`config.mk`:
```
export PLATFORM = sky130hd
export DESIGN_NAME = ram_fifo_ctrl
export DESIGN_NICKNAME = d
export VERILOG_FILES = /design/src/rtl/ram_fifo_ctrl.sv
export SDC_FILE = /design/constraint.sdc
export NUM_CORES = 1
export LEC_CHECK = 0
export CAP_MARGIN = 20
export CORE_MARGIN = 4
export CORE_UTILIZATION = 35
export CTS_BUF_LIST = sky130_fd_sc_hd__clkbuf_8
export CTS_CLUSTER_DIAMETER = 50
export DETAILED_ROUTE_END_ITERATION = 10
export GPL_TIMING_DRIVEN = 0
export SLEW_MARGIN = 40
export SYNTH_ARGS = -nofsm -noshare
export SYNTH_HDL_FRONTEND = slang
export SYNTH_SLANG_ARGS = --single-unit
```
`constraint.sdc`:
```
create_clock -name clk -period 3.65 [get_ports clk]
set_input_delay 0.5475 -clock clk [delete_from_list [all_inputs] [get_ports clk]]
set_output_delay 0.5475 -clock clk [all_outputs]
set_load 0.01 [all_outputs]
```
`src/rtl/ram_fifo_ctrl.sv`:
```
// ram_fifo_ctrl: stream-to-RAM FIFO controller for a 16x8 dual-port RAM with
// registered read. Incoming words are written into the RAM as a circular
// buffer; reads are issued on a credit basis so the returned data always
// fits into a 2-entry output buffer that drives the output stream.
// Optional feature macro: RAM_FIFO_CTRL_ALMOST_FULL_EN adds parameter
// AF_THRESH and a registered almost_full output.
module ram_fifo_ctrl #(
  parameter int ADDR_W = 4,
  parameter int DATA_W = 8
`ifdef RAM_FIFO_CTRL_ALMOST_FULL_EN
  ,
  parameter int AF_THRESH = (2**ADDR_W) - 2
`endif
) (
  input  logic              clk,
  input  logic              rst,
  input  logic              in_valid,
  output logic              in_ready,
  input  logic [DATA_W-1:0] in_data,
  output logic              out_valid,
  input  logic              out_ready,
  output logic [DATA_W-1:0] out_data,
  output logic              wr_enb,
  output logic [ADDR_W-1:0] wr_addr,
  output logic [DATA_W-1:0] wr_data,
  output logic              rd_enb,
  output logic [ADDR_W-1:0] rd_addr,
  input  logic [DATA_W-1:0] rd_data,
  output logic [ADDR_W:0]   count
`ifdef RAM_FIFO_CTRL_ALMOST_FULL_EN
  ,
  output logic              almost_full
`endif
);

  // Resident-word count that means "RAM full": only the wrap bit set.
  localparam logic [ADDR_W:0] FULL_CNT = {1'b1, {ADDR_W{1'b0}}};
  localparam logic [ADDR_W:0] PTR_ONE  = (ADDR_W+1)'(1);

  logic [ADDR_W:0]   wptr_reg, rptr_reg;
  logic [ADDR_W:0]   wptr_next, rptr_next;
  logic [ADDR_W:0]   ram_cnt;
  logic              inflight_reg;
  logic [1:0]        obuf_cnt_reg;
  logic              obuf_head_reg;
  logic [DATA_W-1:0] obuf_mem [2];
  logic              obuf_wr_idx;
  logic              pop;
  logic              push;
  logic [2:0]        obuf_occ;
  logic [2:0]        obuf_limit;

  // Pointers carry an extra wrap bit so full (16) and empty (0) differ.
  assign ram_cnt = wptr_reg - rptr_reg;

  // Write side: accept whenever the RAM has a free slot.
  assign in_ready = !rst && (ram_cnt != FULL_CNT);
  assign wr_enb   = in_valid && in_ready;
  assign wr_addr  = rst ? '0 : wptr_reg[ADDR_W-1:0];
  assign wr_data  = rst ? '0 : in_data;

  // Output side: head of the 2-entry buffer.
  assign out_valid = !rst && (obuf_cnt_reg != 2'd0);
  assign out_data  = obuf_mem[obuf_head_reg];
  assign pop       = out_valid && out_ready;
  assign push      = inflight_reg;

  // Credit check: buffered + in-flight words, less this cycle's pop, must
  // leave room for one more returned word. Written as occ < 2 + pop to stay
  // in unsigned arithmetic.
  assign obuf_occ   = {1'b0, obuf_cnt_reg} + {2'b00, inflight_reg};
  assign obuf_limit = 3'd2 + {2'b00, pop};
  assign rd_enb     = !rst && (ram_cnt != '0) && (obuf_occ < obuf_limit);
  assign rd_addr    = rst ? '0 : rptr_reg[ADDR_W-1:0];

  assign count = rst ? '0 : ram_cnt;

  assign wptr_next = wr_enb ? (wptr_reg + PTR_ONE) : wptr_reg;
  assign rptr_next = rd_enb ? (rptr_reg + PTR_ONE) : rptr_reg;

  // Tail slot of the output buffer: head plus occupancy, modulo 2.
  assign obuf_wr_idx = obuf_head_reg ^ obuf_cnt_reg[0];

  // RAM pointers and the read-in-flight flag.
  always_ff @(posedge clk) begin
    if (rst) begin
      wptr_reg     <= '0;
      rptr_reg     <= '0;
      inflight_reg <= 1'b0;
    end else begin
      wptr_reg     <= wptr_next;
      rptr_reg     <= rptr_next;
      inflight_reg <= rd_enb;
    end
  end

  // Output buffer occupancy and head; push+pop keeps the count and rotates.
  always_ff @(posedge clk) begin
    if (rst) begin
      obuf_cnt_reg  <= 2'd0;
      obuf_head_reg <= 1'b0;
    end else begin
      case ({push, pop})
        2'b10:   obuf_cnt_reg <= obuf_cnt_reg + 2'd1;
        2'b01: begin
          obuf_cnt_reg  <= obuf_cnt_reg - 2'd1;
          obuf_head_reg <= ~obuf_head_reg;
        end
        2'b11:   obuf_head_reg <= ~obuf_head_reg;
        default: ;
      endcase
    end
  end

  // Capture returned RAM data into the tail slot; contents need no reset.
  always_ff @(posedge clk) begin
    if (push) begin
      obuf_mem[obuf_wr_idx] <= rd_data;
    end
  end

`ifdef RAM_FIFO_CTRL_ALMOST_FULL_EN
  logic [ADDR_W:0] ram_cnt_next;
  assign ram_cnt_next = wptr_next - rptr_next;

  // Registered threshold flag, aligned with the count it describes.
  always_ff @(posedge clk) begin
    if (rst) begin
      almost_full <= 1'b0;
    end else begin
      almost_full <= (int'(ram_cnt_next) >= AF_THRESH);
    end
  end
`endif

endmodule

```
# After elaboration in Yosys (flattened, before gate mapping)

Memory sizes are Yosys's and may differ from the RTL's. A register that Yosys moved wholly into a read port is not among the register bits.
Cells that the tools add are included.

Register bits after elaboration: 14
Memory bits (writable): 16
Bits of input ports: 20
Memories: 1

$add $sub $neg: 7
Magnitude comparators: 1
Equality and inequality tests: 4
Mux-type cells: 9
Bitwise logic cells: 2
Reduce and logical (&&, ||, !) cells: 11

Memory list:

| memory   | words | bits a word | read ports | clocked after Yosys merged registers in | wr ports | line | RTL |
|---|---|---|---|---|---|---|---|
| obuf_mem | 2     | 8           | 1          | 1                                       | 1        | 46   | `logic [DATA_W-1:0] obuf_mem [2];` |

Operators with widths:

| cell                                                | number |
|---|---|
| adder 5 x 1 -> 5 bit, second input constant         | 2 |
| two-way mux 4 bit                                   | 2 |
| two-way mux 8 bit                                   | 1 |
| logical AND 1 bit                                   | 6 |
| two-way mux 5 bit                                   | 1 |
| != test 5 bit, second input constant                | 1 |
| nonzero test 5 bit                                  | 1 |
| subtractor 5 bit                                    | 1 |
| equality test 2 bit, second input constant          | 2 |
| two-way mux 1 bit                                   | 4 |
| one-hot mux 2 bit (2 select lines)                  | 1 |
| nonzero test 2 bit                                  | 2 |
| adder 2 x 1 -> 3 bit                                | 1 |
| adder 2 x 1 -> 3 bit, first input constant          | 1 |
| < comparator 3 bit                                  | 1 |
| adder 2 x 1 -> 2 bit, second input constant         | 1 |
| equality test 2 x 1 -> 1 bit, second input constant | 1 |
| OR reduction 2 bit                                  | 1 |
| subtractor 2 x 1 -> 2 bit, second input constant    | 1 |
| zero test 1 bit                                     | 1 |
| NOT 1 bit                                           | 1 |
| bitwise XOR 1 bit                                   | 1 |

# Longest topological paths before layout

Gate-level depths: netlist (run 1).

Depth in word-level cells: 7
Mapped depth: 9

# Worst setup path before layout (run 1)

OpenSTA, ideal clock, no wires.

Path type: reg2out
Start: register wptr_reg[0]
End: output rd_enb
Data arrival time: 2.293 ns
Data required time: 3.102 ns
Slack: 0.810 ns
Cell stages (with the launch flop): 10
Buffers on the path: 1
Cell sequence: dfxtp_1 > inv_1 > ha_1 > fa_1 > and3b_1 > and4_4 > or2_1 > buf_6 > a211oi_2 > nor2b_1

Longest elaborated chain between the ends: 4

Ends and longest elaborated chain:

| element                         | line | RTL |
|---|---|---|
| start, declared                 | 40   | `logic [ADDR_W:0] wptr_reg, rptr_reg;` |
| start signal, assigned          | 91   | `wptr_reg <= wptr_next;` |
| subtractor 5 bit                | 54   | `assign ram_cnt = wptr_reg - rptr_reg;` |
| nonzero test 5 bit              | 73   | `assign rd_enb = !rst && (ram_cnt != '0) && (obuf_occ < obuf_limit);` |
| logical AND 1 bit (2 in series) | 73   |  |
| end, declared                   | 26   | `output logic rd_enb,` |

No other way between the ends.

# Worst setup path in the final report (run 1)

Start: register wptr_reg[0]
End: output in_ready

Longest elaborated chain between the ends: 3

Ends and longest elaborated chain:

| element           | line | RTL |
|---|---|---|
| subtractor 5 bit  | 54   |  |
| != test 5 bit     | 57   | `assign in_ready = !rst && (ram_cnt != FULL_CNT);` |
| logical AND 1 bit | 57   |  |
| end, declared     | 18   | `output logic in_ready,` |

No other way between the ends.

==> flow_summary_export.csv, run 1 <==
group,metric,value,unit
status,status,"finished, final reports clean",
layout,layout-drive-gt1-share,9.502,%
timing,min_period,3.493,ns
clocking,cts.clk_slew.worst_paths,0.07,ns
clocking,tritoncts,"yes",
critical_path,cp_data_required_time,3.10,ns
pwr,peakVddDrop,0.3596,mV
floorplanning,die_h,77.86,um
synthesis,synth_top_area_share,28.13,%
layout,nets,251,
synthesis,yosys_most_used_dff,"edfxtp_1",
layout,final_util,51.58,%
critical_path,crit_arrival,2.95,ns
timing,slew_violations,0,
critical_path,r2r_setup_slack,0.91,ns
detailed_routing,first_pass_iters,4,
synthesis,yosysWarningCount,0,
floorplanning,rows,25,
placement,port_buffers,52,
detailed_routing,via_per_inst,4.663,
pwr,powerDensity,656.9,mW/mm^2
clocking,cts_hold_buffers,0,
pwr,p_leak,0.9630,nW
floorplanning,core,0.004723,mm^2
critical_path,path_cells,"inv_1, ha_1, fa_1, and3b_1, and4_4, or2_1, buf_6, a21oi_1, clkdlybuf4s50_1",
critical_path,slowest_delay,0.57,ns
detailed_routing,dr.first_iter.drc_count,39,
placement,gp_congestion,0.8697,
layout,area_delta_synth_final,42.64,%
detailed_routing,antenna_left,0,
grt,grt.overflow.total,0,
detailed_routing,drc,0,
worst_hold_path,hp-class,"register to register",
job,cap_violations,0,
critical_path,reg2regPathDepth,9,
detailed_routing,num_vias,1343,
timing,fin_tns_setup,0,ns
timing,hold_viol,0,
clocking,h-tree-depth,2,
clocking,clockBufferDepth,2,
floorplanning,start_util,36.16,%
synthesis,synth-edff-count,16,
floorplanning,fp.dieW,77.86,um
synthesis,synth.area.top_cells,"edfxtp_1 28%, dfxtp_1 18%, ha_1 7.3%",
detailed_routing,wirelength,3.990,mm
critical_path,end_kind,"output port",
synthesis,ys_types,35,
grt,antenna_found_initial,0,
clocking,clkSinkCount,31,
timing,fmax,286.3,MHz
clocking,cts_made_buffers,5,
synthesis,netlist_instances,160,
layout,antenna_cells,0,
grt,grt_use_total,13.99,%
synthesis,syn_avg_cell_area,10.67,um^2
worst_hold_path,worstHoldStart,"rptr_reg[4]",
grt,grt_max_degree,11,
grt,first_global_vias,1491,
placement,dpl.hpwl,3.099,mm
timing,clock_skew,0.002836,ns
synthesis,synth.cell_area,0.001708,mm^2
critical_path,regToRegEndpoint,"rptr_reg[2]",
timing,rsz0062_at_grt,"no",
critical_path,path_max_fanout,7,
synthesis,ys_seq_area_share,45.71,%
synthesis,synthesis.nets,191,
critical_path,path_class,"register to output port",
timing,tightest_slew,0.7117,ns
clocking,root_buffer,"clkbuf_8",
critical_path,worstReg2RegStart,"wptr_reg[0]",
critical_path,startpoint_type,"register",
detailed_routing,wire_per_inst,13.85,um
timing,finalSetupViolCount,0,
timing,post-route-period-util,95.71,%
floorplanning,die_area,0.006061,mm^2
layout,largest_reg_flops,16,
synthesis,yosysTopAreaCell,"edfxtp_1",
synthesis,ys_ff_latch,31,
synthesis,async_flop_share,0,%
critical_path,cp_slowest_cell,"clkdlybuf4s50_1",
timing,max_slew_margin,52.38,%
worst_hold_path,whs_path_depth,1,
clocking,clock_latency,0.27,ns
worst_hold_path,hold_path_end,"rptr_reg[4]",
floorplanning,io_pins,53,
grt,grt_pass1_wl,6.665,mm
[synth_stat cells (2+ instances only)]
library cell	n
nor2b_1	18
nand4_1	2
xor2_1	6
nor2_1	25
mux2_1	9
nand2b_1	3
mux2_2	8
nand2_1	2
dfxtp_1	15
inv_1	9
a21oi_1	7
edfxtp_1	16
clkbuf_1	5
nand3_1	2
xnor2_1	3
o21ai_1	2
ha_1	10
[per-layer routing]
metal	vias up	wire (um)	global-route usage (%)
li1	667	-	-
met1	634	1638	15.01
met2	38	2164	25.51
met3	4	155	4.756
met4	0	31	4.448
met5	-	0	0
[final cells by class]
class	instances	area, um^2
fill	428	2287
multi-input combinational	114	874.6
sequential	31	780.7
timing repair buffer	53	525.5
tap	67	83.83
clock buffer	5	68.82
clock inverter	3	38.79
inverter	9	33.78
buffer	6	30.03
[how the worst max path moves through the flow]
| stage | start | to | slack, ns | depth (start not counted) |
|---|---|---|---|---|
| after floorplan | wptr_reg[0] | rd_enb | 0.81 | 9 |
| after global placement | wptr_reg[0] | rd_enb | 0.16 | 10 |
| after detailed placement | wptr_reg[0] | rd_enb | 0.09 | 10 |
| after CTS | wptr_reg[0] | in_ready | 0.16 | 9 |
| after global routing | wptr_reg[0] | in_ready | 0.06 | 8 |
| final | wptr_reg[0] | in_ready | 0.16 | 9 |
[critical path, delay by kind of cell, from the launching register on]
kind	cells	cell delay, ns
AO/OA/AOI/OAI	1	0.17
adder cells (fa/ha/maj)	2	0.71
buffers and inverters	3	0.80
flip-flops	1	0.38
AND/OR/NAND/NOR	3	0.61
[cells in the final DEF (no fill, tap or decap), types with 3 or more instances in the layout]
cell,count
nor2_1,25
mux2_2,8
clkbuf_8,5
xor2_1,6
nor2b_1,18
mux2_1,9
xnor2_1,3
ha_1,10
dfxtp_1,15
clkdlybuf4s50_1,50
clkbuf_1,5
a21oi_1,7
edfxtp_1,16
nand2b_1,3
inv_1,9
[metrics by stage]
stage	setup WS, ns	power (W)	instance area (um^2)	hold slack, ns	instances
2_1_floorplan	0.8096	0.0009645	1708	0.4486	160
3_3_place_gp	0.1646	0.001233	2312	0.4597	279
3_5_place_dp	0.09400	0.001261	2312	0.4893	279
4_1_cts	0.1575	0.001625	2436	0.5021	288
5_1_grt	0.05987	0.001714	2436	0.5329	288
6_report	0.1566	0.001600	2436	0.5004	288
[power breakdown]
part	switching (W)	total, W	internal (W)
Clock	0.000123	0.000323	0.000200
Sequential	0.0000492	0.000516	0.000466
Combinational	0.000377	0.000762	0.000385
[repair_timing]
item | in CTS | in global routing
hold endpoints to repair | 0 | 0
endpoints found under the setup margin | 2 | 0
setup buffers | 1 | 0
resized for setup | 4 | 0
[cell families (layout without fill, tap and decap cells)]
logic type / count (synthesis) / in the layout / share of synthesized area, %
compound gates: 16 / 16 / 7.180
mux: 18 / 18 / 11.80
buf+inv: 15 / 76 / 3.736
fa+ha+maj: 11 / 11 / 8.498
simple gates: 60 / 60 / 18.46
xor+xnor: 9 / 9 / 4.616
flops: 31 / 31 / 45.71
Power figures use the tool's default switching activity.
==> run 2: changes to the inputs <==
Settings changed: ABC_AREA set to 1.
==> flow_summary_export.csv, run 2 <==
group,metric,value,unit
clocking,clock_latency,0.28,ns
layout,antenna_cells,0,
timing,fin_tns_setup,0,ns
critical_path,startpoint_type,"register",
timing,rsz0062_at_grt,"no",
synthesis,ys_seq_area_share,44.51,%
timing,clock_skew,0.003308,ns
grt,grt_use_total,12.66,%
synthesis,synth.area.top_cells,"edfxtp_1 27%, dfxtp_1 17%, nor2_1 7.5%",
floorplanning,rows,25,
placement,placed_cell_area,0.002359,mm^2
job,cap_violations,0,
layout,stdcell_count,326,
layout,nets,289,
floorplanning,die_h,78.80,um
detailed_routing,num_vias,1434,
clocking,post-cts-setup-buffers,0,
grt,first_global_vias,1346,
synthesis,yosysWarningCount,0,
synthesis,async_flop_share,0,%
timing,max_slew_margin,55.41,%
pwr,peakVddDrop,0.3599,mV
timing,whs,0.4889,ns
synthesis,synth-edff-count,16,
clocking,cts_made_buffers,5,
detailed_routing,dr.first_iter.drc_count,55,
timing,slew_violations,0,
synthesis,synth_top_area_share,27.39,%
pwr,powerDensity,682.9,mW/mm^2
status,status,"finished, final reports clean",
critical_path,slowest_delay,0.47,ns
detailed_routing,via_per_inst,4.399,
synthesis,synth.cell_area,0.001754,mm^2
synthesis,synthesis.nets,230,
floorplanning,core,0.004786,mm^2
placement,gp_congestion,0.7371,
synthesis,yosys-top-cells-count,"35 x nor2_1, 31 x nand2_1, 27 x inv_1",
synthesis,yosysTopAreaCell,"edfxtp_1",
grt,grt_max_degree,11,
detailed_routing,drc,0,
clocking,tritoncts,"yes",
layout,final_cell_mix,"52 x clkdlybuf4s50_1, 35 x nor2_1, 31 x nand2_1",
critical_path,path_max_fanout,7,
critical_path,cp_slowest_cell,"clkdlybuf4s50_1",
critical_path,crit_arrival,2.63,ns
placement,dpl.hpwl,2.793,mm
critical_path,worstReg2RegStart,"wptr_reg[0]",
synthesis,syn_avg_cell_area,8.815,um^2
clocking,h-tree-depth,2,
worst_hold_path,worstHoldStart,"rptr_reg[3]",
floorplanning,die_area,0.006209,mm^2
layout,final_area,0.002476,mm^2
worst_hold_path,hp-class,"register to register",
detailed_routing,wirelength,3.611,mm
floorplanning,io_pins,53,
grt,antenna_found_initial,0,
clocking,cts_resized,0,
pwr,sw_frac_of_total,36.16,%
critical_path,path_class,"register to output port",
layout,layout-drive-gt1-share,12.36,%
timing,post-route-period-util,87.02,%
floorplanning,fp.dieW,78.80,um
detailed_routing,antenna_left,0,
grt,grt.overflow.total,0,
clocking,clkSinkCount,31,
placement,port_buffers,52,
synthesis,yosys_most_used_dff,"edfxtp_1",
clocking,cts.clk_slew.worst_paths,0.07,ns
clocking,clockBufferDepth,2,
synthesis,ys_types,33,
synthesis,netlist_instances,199,
synthesis,yosysMostFrequentCell,"nor2_1",
detailed_routing,first_pass_iters,4,
layout,area_delta_synth_final,41.16,%
timing,finalSetupViolCount,0,
critical_path,path_cells,"inv_1, ha_1, fa_1, xor2_1, and2b_4, nand3_4, nand3_2, inv_2, clkdlybuf4s50_1",
pwr,comb_power_share,48.8,%
critical_path,end_kind,"output port",
placement,dpl.cell_count,318,
synthesis,ys_ff_latch,31,
timing,fmax,314.8,MHz
timing,hold_viol,0,
critical_path,critPathLaunch,"wptr_reg[0]",
timing,min_period,3.176,ns
pwr,p_leak,1.025,nW
clocking,cts_hold_buffers,0,
detailed_routing,wire_per_inst,11.08,um
clocking,root_buffer,"clkbuf_8",
pwr,clkPwrFrac,20.5,%
pwr,intPower,0.001079,W
critical_path,cp_data_required_time,3.10,ns
timing,tightest_slew,0.6664,ns
pwr,p_sw,0.0006115,W
floorplanning,start_util,36.65,%
grt,grt_pass1_wl,6.203,mm
pwr,pwr-share-seq,30.6,%
layout,layout_commonest_cell,"clkdlybuf4s50_1",
layout,largest_reg_flops,16,
## run 2: cell types whose count changed in the layout (fill, tap and decap cells not counted), moves of 7 or more
cell     delta
inv_1      +18
nand2_1    +29
nor2_1     +10
mux2_1      -9
nor2b_1    -18
nand3_1     +7
## run 2: final timing paths
path,end,slack (ns),depth (start not counted)
setup / recovery,wr_enb,0.47,9
hold / removal,rptr_reg[3],0.49,2
setup reg to reg,rptr_reg[1],1.56,10
hold reg to reg,rptr_reg[3],0.49,2
## run 2: worst max-delay path: cells and delay by family, from the launching register on
| kind | cells | cell delay (ns) |
|---|---|---|
| adders and majority gates | 2 | 0.65 |
| and+or+nand+nor | 3 | 0.47 |
| xor gates and xnor gates | 1 | 0.23 |
| buffers and inverters | 3 | 0.62 |
| DFF | 1 | 0.36 |
## run 2: per-stage QoR
step	utilization [%]	total power, W	worst slack (ns)
final	51.74	0.001691	0.4737
after global routing	51.74	0.001832	0.2679
after CTS	51.74	0.001715	0.4513
after detailed placement	49.28	0.001355	0.7101
after global placement	49.28	0.001354	0.7369
after floorplan	-	0.001054	1.429
## run 2: area by class of cell
type	count	area, um^2
clock buffers	6	82.58
well taps	67	83.83
fillers	451	2310
multi-input cells	133	840.8
plain buffers	4	16.27
clock inverters	2	35.03
flip-flops and latches	31	780.7
repair buffers	52	520.5
inverters	31	116.4
## run 2: cells by family after synthesis
group	count (synthesis)	share of synthesized area [%]
buffers and inverters	35	7.560
adders and majority gates	11	8.274
AOI/OAI and AO/OA	17	6.633
xor gates and xnor gates	7	3.495
and+or+nand+nor	90	24.39
DFF	31	44.51
muxes	8	5.136
## run 2: power by group through the flow
stage / clock (W) / combinational [W] / sequential [W]
finish: 0.000347 / 0.000826 / 0.000518
global route: 0.000376 / 0.000926 / 0.000531
CTS: 0.000358 / 0.000838 / 0.000519
detailed placement: 0 / 0.000828 / 0.000526
global placement: 0 / 0.000829 / 0.000526
floorplan: 0 / 0.000540 / 0.000515
## run 2: per-layer routing
| metal | up-vias | track usage (%) | part of all wire [%] |
|---|---|---|---|
| met4 | 0 | 4.720 | 1.2 |
| met5 | - | 0 | 0 |
| met1 | 635 | 15.59 | 47 |
| met2 | 37 | 20.29 | 45 |
| met3 | 4 | 4.535 | 6.3 |
| li1 | 758 | - | - |
==> run 3: changes to the inputs <==
--- a/config.mk
+++ b/config.mk
@@ -15,2 +15,3 @@
 export GPL_TIMING_DRIVEN = 0
+export MAX_ROUTING_LAYER = met4
 export SLEW_MARGIN = 40
--- a/constraint.sdc
+++ b/constraint.sdc
@@ -3,2 +3,2 @@
 set_output_delay 0.5475 -clock clk [all_outputs]
-set_load 0.01 [all_outputs]
+set_load 0.1 [all_outputs]
==> flow_summary_export.csv, run 3 (synthesized netlist as in run 2, its figures left out) <==
group,metric,value,unit
floorplanning,rows,25,
timing,hold_viol,0,
timing,fin_tns_setup,0,ns
layout,largest_reg_flops,16,
critical_path,crit_arrival,2.51,ns
timing,slew_violations,0,
grt,grt_pass1_wl,5.913,mm
grt,grt_max_degree,11,
detailed_routing,drc,0,
detailed_routing,first_pass_iters,4,
status,status,"finished, final reports clean",
clocking,h-tree-depth,2,
critical_path,worst-path-buf-inv,3,
layout,stdcell_count,326,
layout,layout-drive-gt1-share,25.10,%
timing,fmax,327.4,MHz
floorplanning,core,0.004786,mm^2
layout,final_cell_mix,"35 x nor2_1, 34 x buf_2, 31 x nand2_1",
detailed_routing,antenna_left,0,
timing,post-route-period-util,83.69,%
floorplanning,fp.dieW,78.80,um
placement,dpl.hpwl,2.775,mm
critical_path,slowest_delay,0.42,ns
detailed_routing,wire_per_inst,10.87,um
clocking,cts.clk_slew.worst_paths,0.07,ns
critical_path,cp_slowest_cell,"fa_1",
clocking,tritoncts,"yes",
critical_path,cp_top_family,"adder cells",
clocking,root_buffer,"clkbuf_8",
clocking,clock_latency,0.28,ns
timing,tightest_slew,0.6704,ns
layout,antenna_cells,0,
clocking,cts_hold_buffers,0,
critical_path,worst-path-stages,9,
clocking,post-cts-setup-buffers,0,
grt,antenna_found_initial,0,
placement,placed_cell_area,0.002193,mm^2
critical_path,reg2regPathDepth,12,
grt,grt.overflow.total,0,
critical_path,regToRegEndpoint,"rptr_reg[1]",
detailed_routing,via_per_inst,4.337,
critical_path,end_kind,"output port",
timing,whs,0.4843,ns
critical_path,worstReg2RegStart,"wptr_reg[0]",
layout,layout_commonest_cell,"nor2_1",
grt,grt_use_total,12.26,%
timing,max_slew_margin,55.14,%
timing,clock_skew,0.004728,ns
clocking,cts_made_buffers,5,
critical_path,path_max_fanout,7,
critical_path,critPathLaunch,"wptr_reg[0]",
grt,first_global_vias,1285,
detailed_routing,dr.first_iter.drc_count,41,
worst_hold_path,hp-class,"register to register",
layout,final_area,0.002311,mm^2
critical_path,startpoint_type,"register",
floorplanning,io_pins,53,
critical_path,r2r_setup_slack,1.55,ns
placement,gp_congestion,0.7462,
clocking,cts_resized,0,
floorplanning,die_area,0.006209,mm^2
critical_path,path_cells,"inv_1, ha_1, fa_1, xor2_1, and2b_4, nand3_4, nand3_2, inv_2, buf_2",
timing,min_period,3.055,ns
placement,port_buffers,52,
detailed_routing,wirelength,3.545,mm
timing,finalSetupViolCount,0,
detailed_routing,num_vias,1414,
floorplanning,start_util,36.65,%
layout,fill_cells,483,
critical_path,endpoint,"wr_enb",
clocking,clockBufferDepth,2,
critical_path,path_class,"register to output port",
floorplanning,die_h,78.80,um
placement,dpl.cell_count,318,
clocking,clkSinkCount,31,
critical_path,cp_data_required_time,3.10,ns
layout,nets,289,
layout,area_delta_synth_final,31.74,%
job,cap_violations,0,
timing,rsz0062_at_grt,"no",
run 3: cell count changes in the layout (fill, tap and decap cells not counted), sizes merged:
cell	previous run	this run
buf	3	36
clkdlybuf4s50	52	19
run 3: per-layer routing:
layer	share of wire, %	track usage [%]	up-vias
met5	0	-	-
met4	1.1	3.671	0
met3	7.1	3.968	5
met1	47	15.01	609
met2	45	19.35	43
li1	-	-	757
run 3: through the flow:
stage	utilization, %	setup WS, ns
after floorplan	-	0.1759
after CTS	48.29	0.5865
after global placement	49.28	0.1939
final	48.29	0.5952
after detailed placement	45.83	0.8989
after global routing	48.29	0.4839
run 3: cell type report:
| type | count | area [um^2] | area share [%] |
|---|---|---|---|
| clock buffer | 6 | 82.58 | 3.573 |
| inverter | 31 | 116.4 | 5.035 |
| multi-input combinational | 133 | 840.8 | 36.38 |
| tap | 67 | 83.83 | 3.627 |
| sequential | 31 | 780.7 | 33.78 |
| timing repair buffer | 52 | 355.3 | 15.38 |
| buffer | 4 | 16.27 | 0.7038 |
| clock inverter | 2 | 35.03 | 1.516 |
run 3: tightest hold or removal path, cell delays in order (launching register included):
cell and delay, ns:
dfxtp_1 0.33, nand2_1 0.07, a21oi_1 0.05
run 3: worst min-delay path by stage:
stage / startpoint / endpoint / cells past startpoint
global placement: rptr_reg[3] / rptr_reg[3] / 2
CTS: rptr_reg[3] / rptr_reg[3] / 2
detailed placement: rptr_reg[3] / rptr_reg[3] / 2
global route: rptr_reg[3] / rptr_reg[3] / 2
finish: rptr_reg[3] / rptr_reg[3] / 2
floorplan: rptr_reg[3] / rptr_reg[3] / 2
Power of run 3 is not shown: default switching activity piles up to over one toggle a cycle in this logic, so the estimate is an artifact.
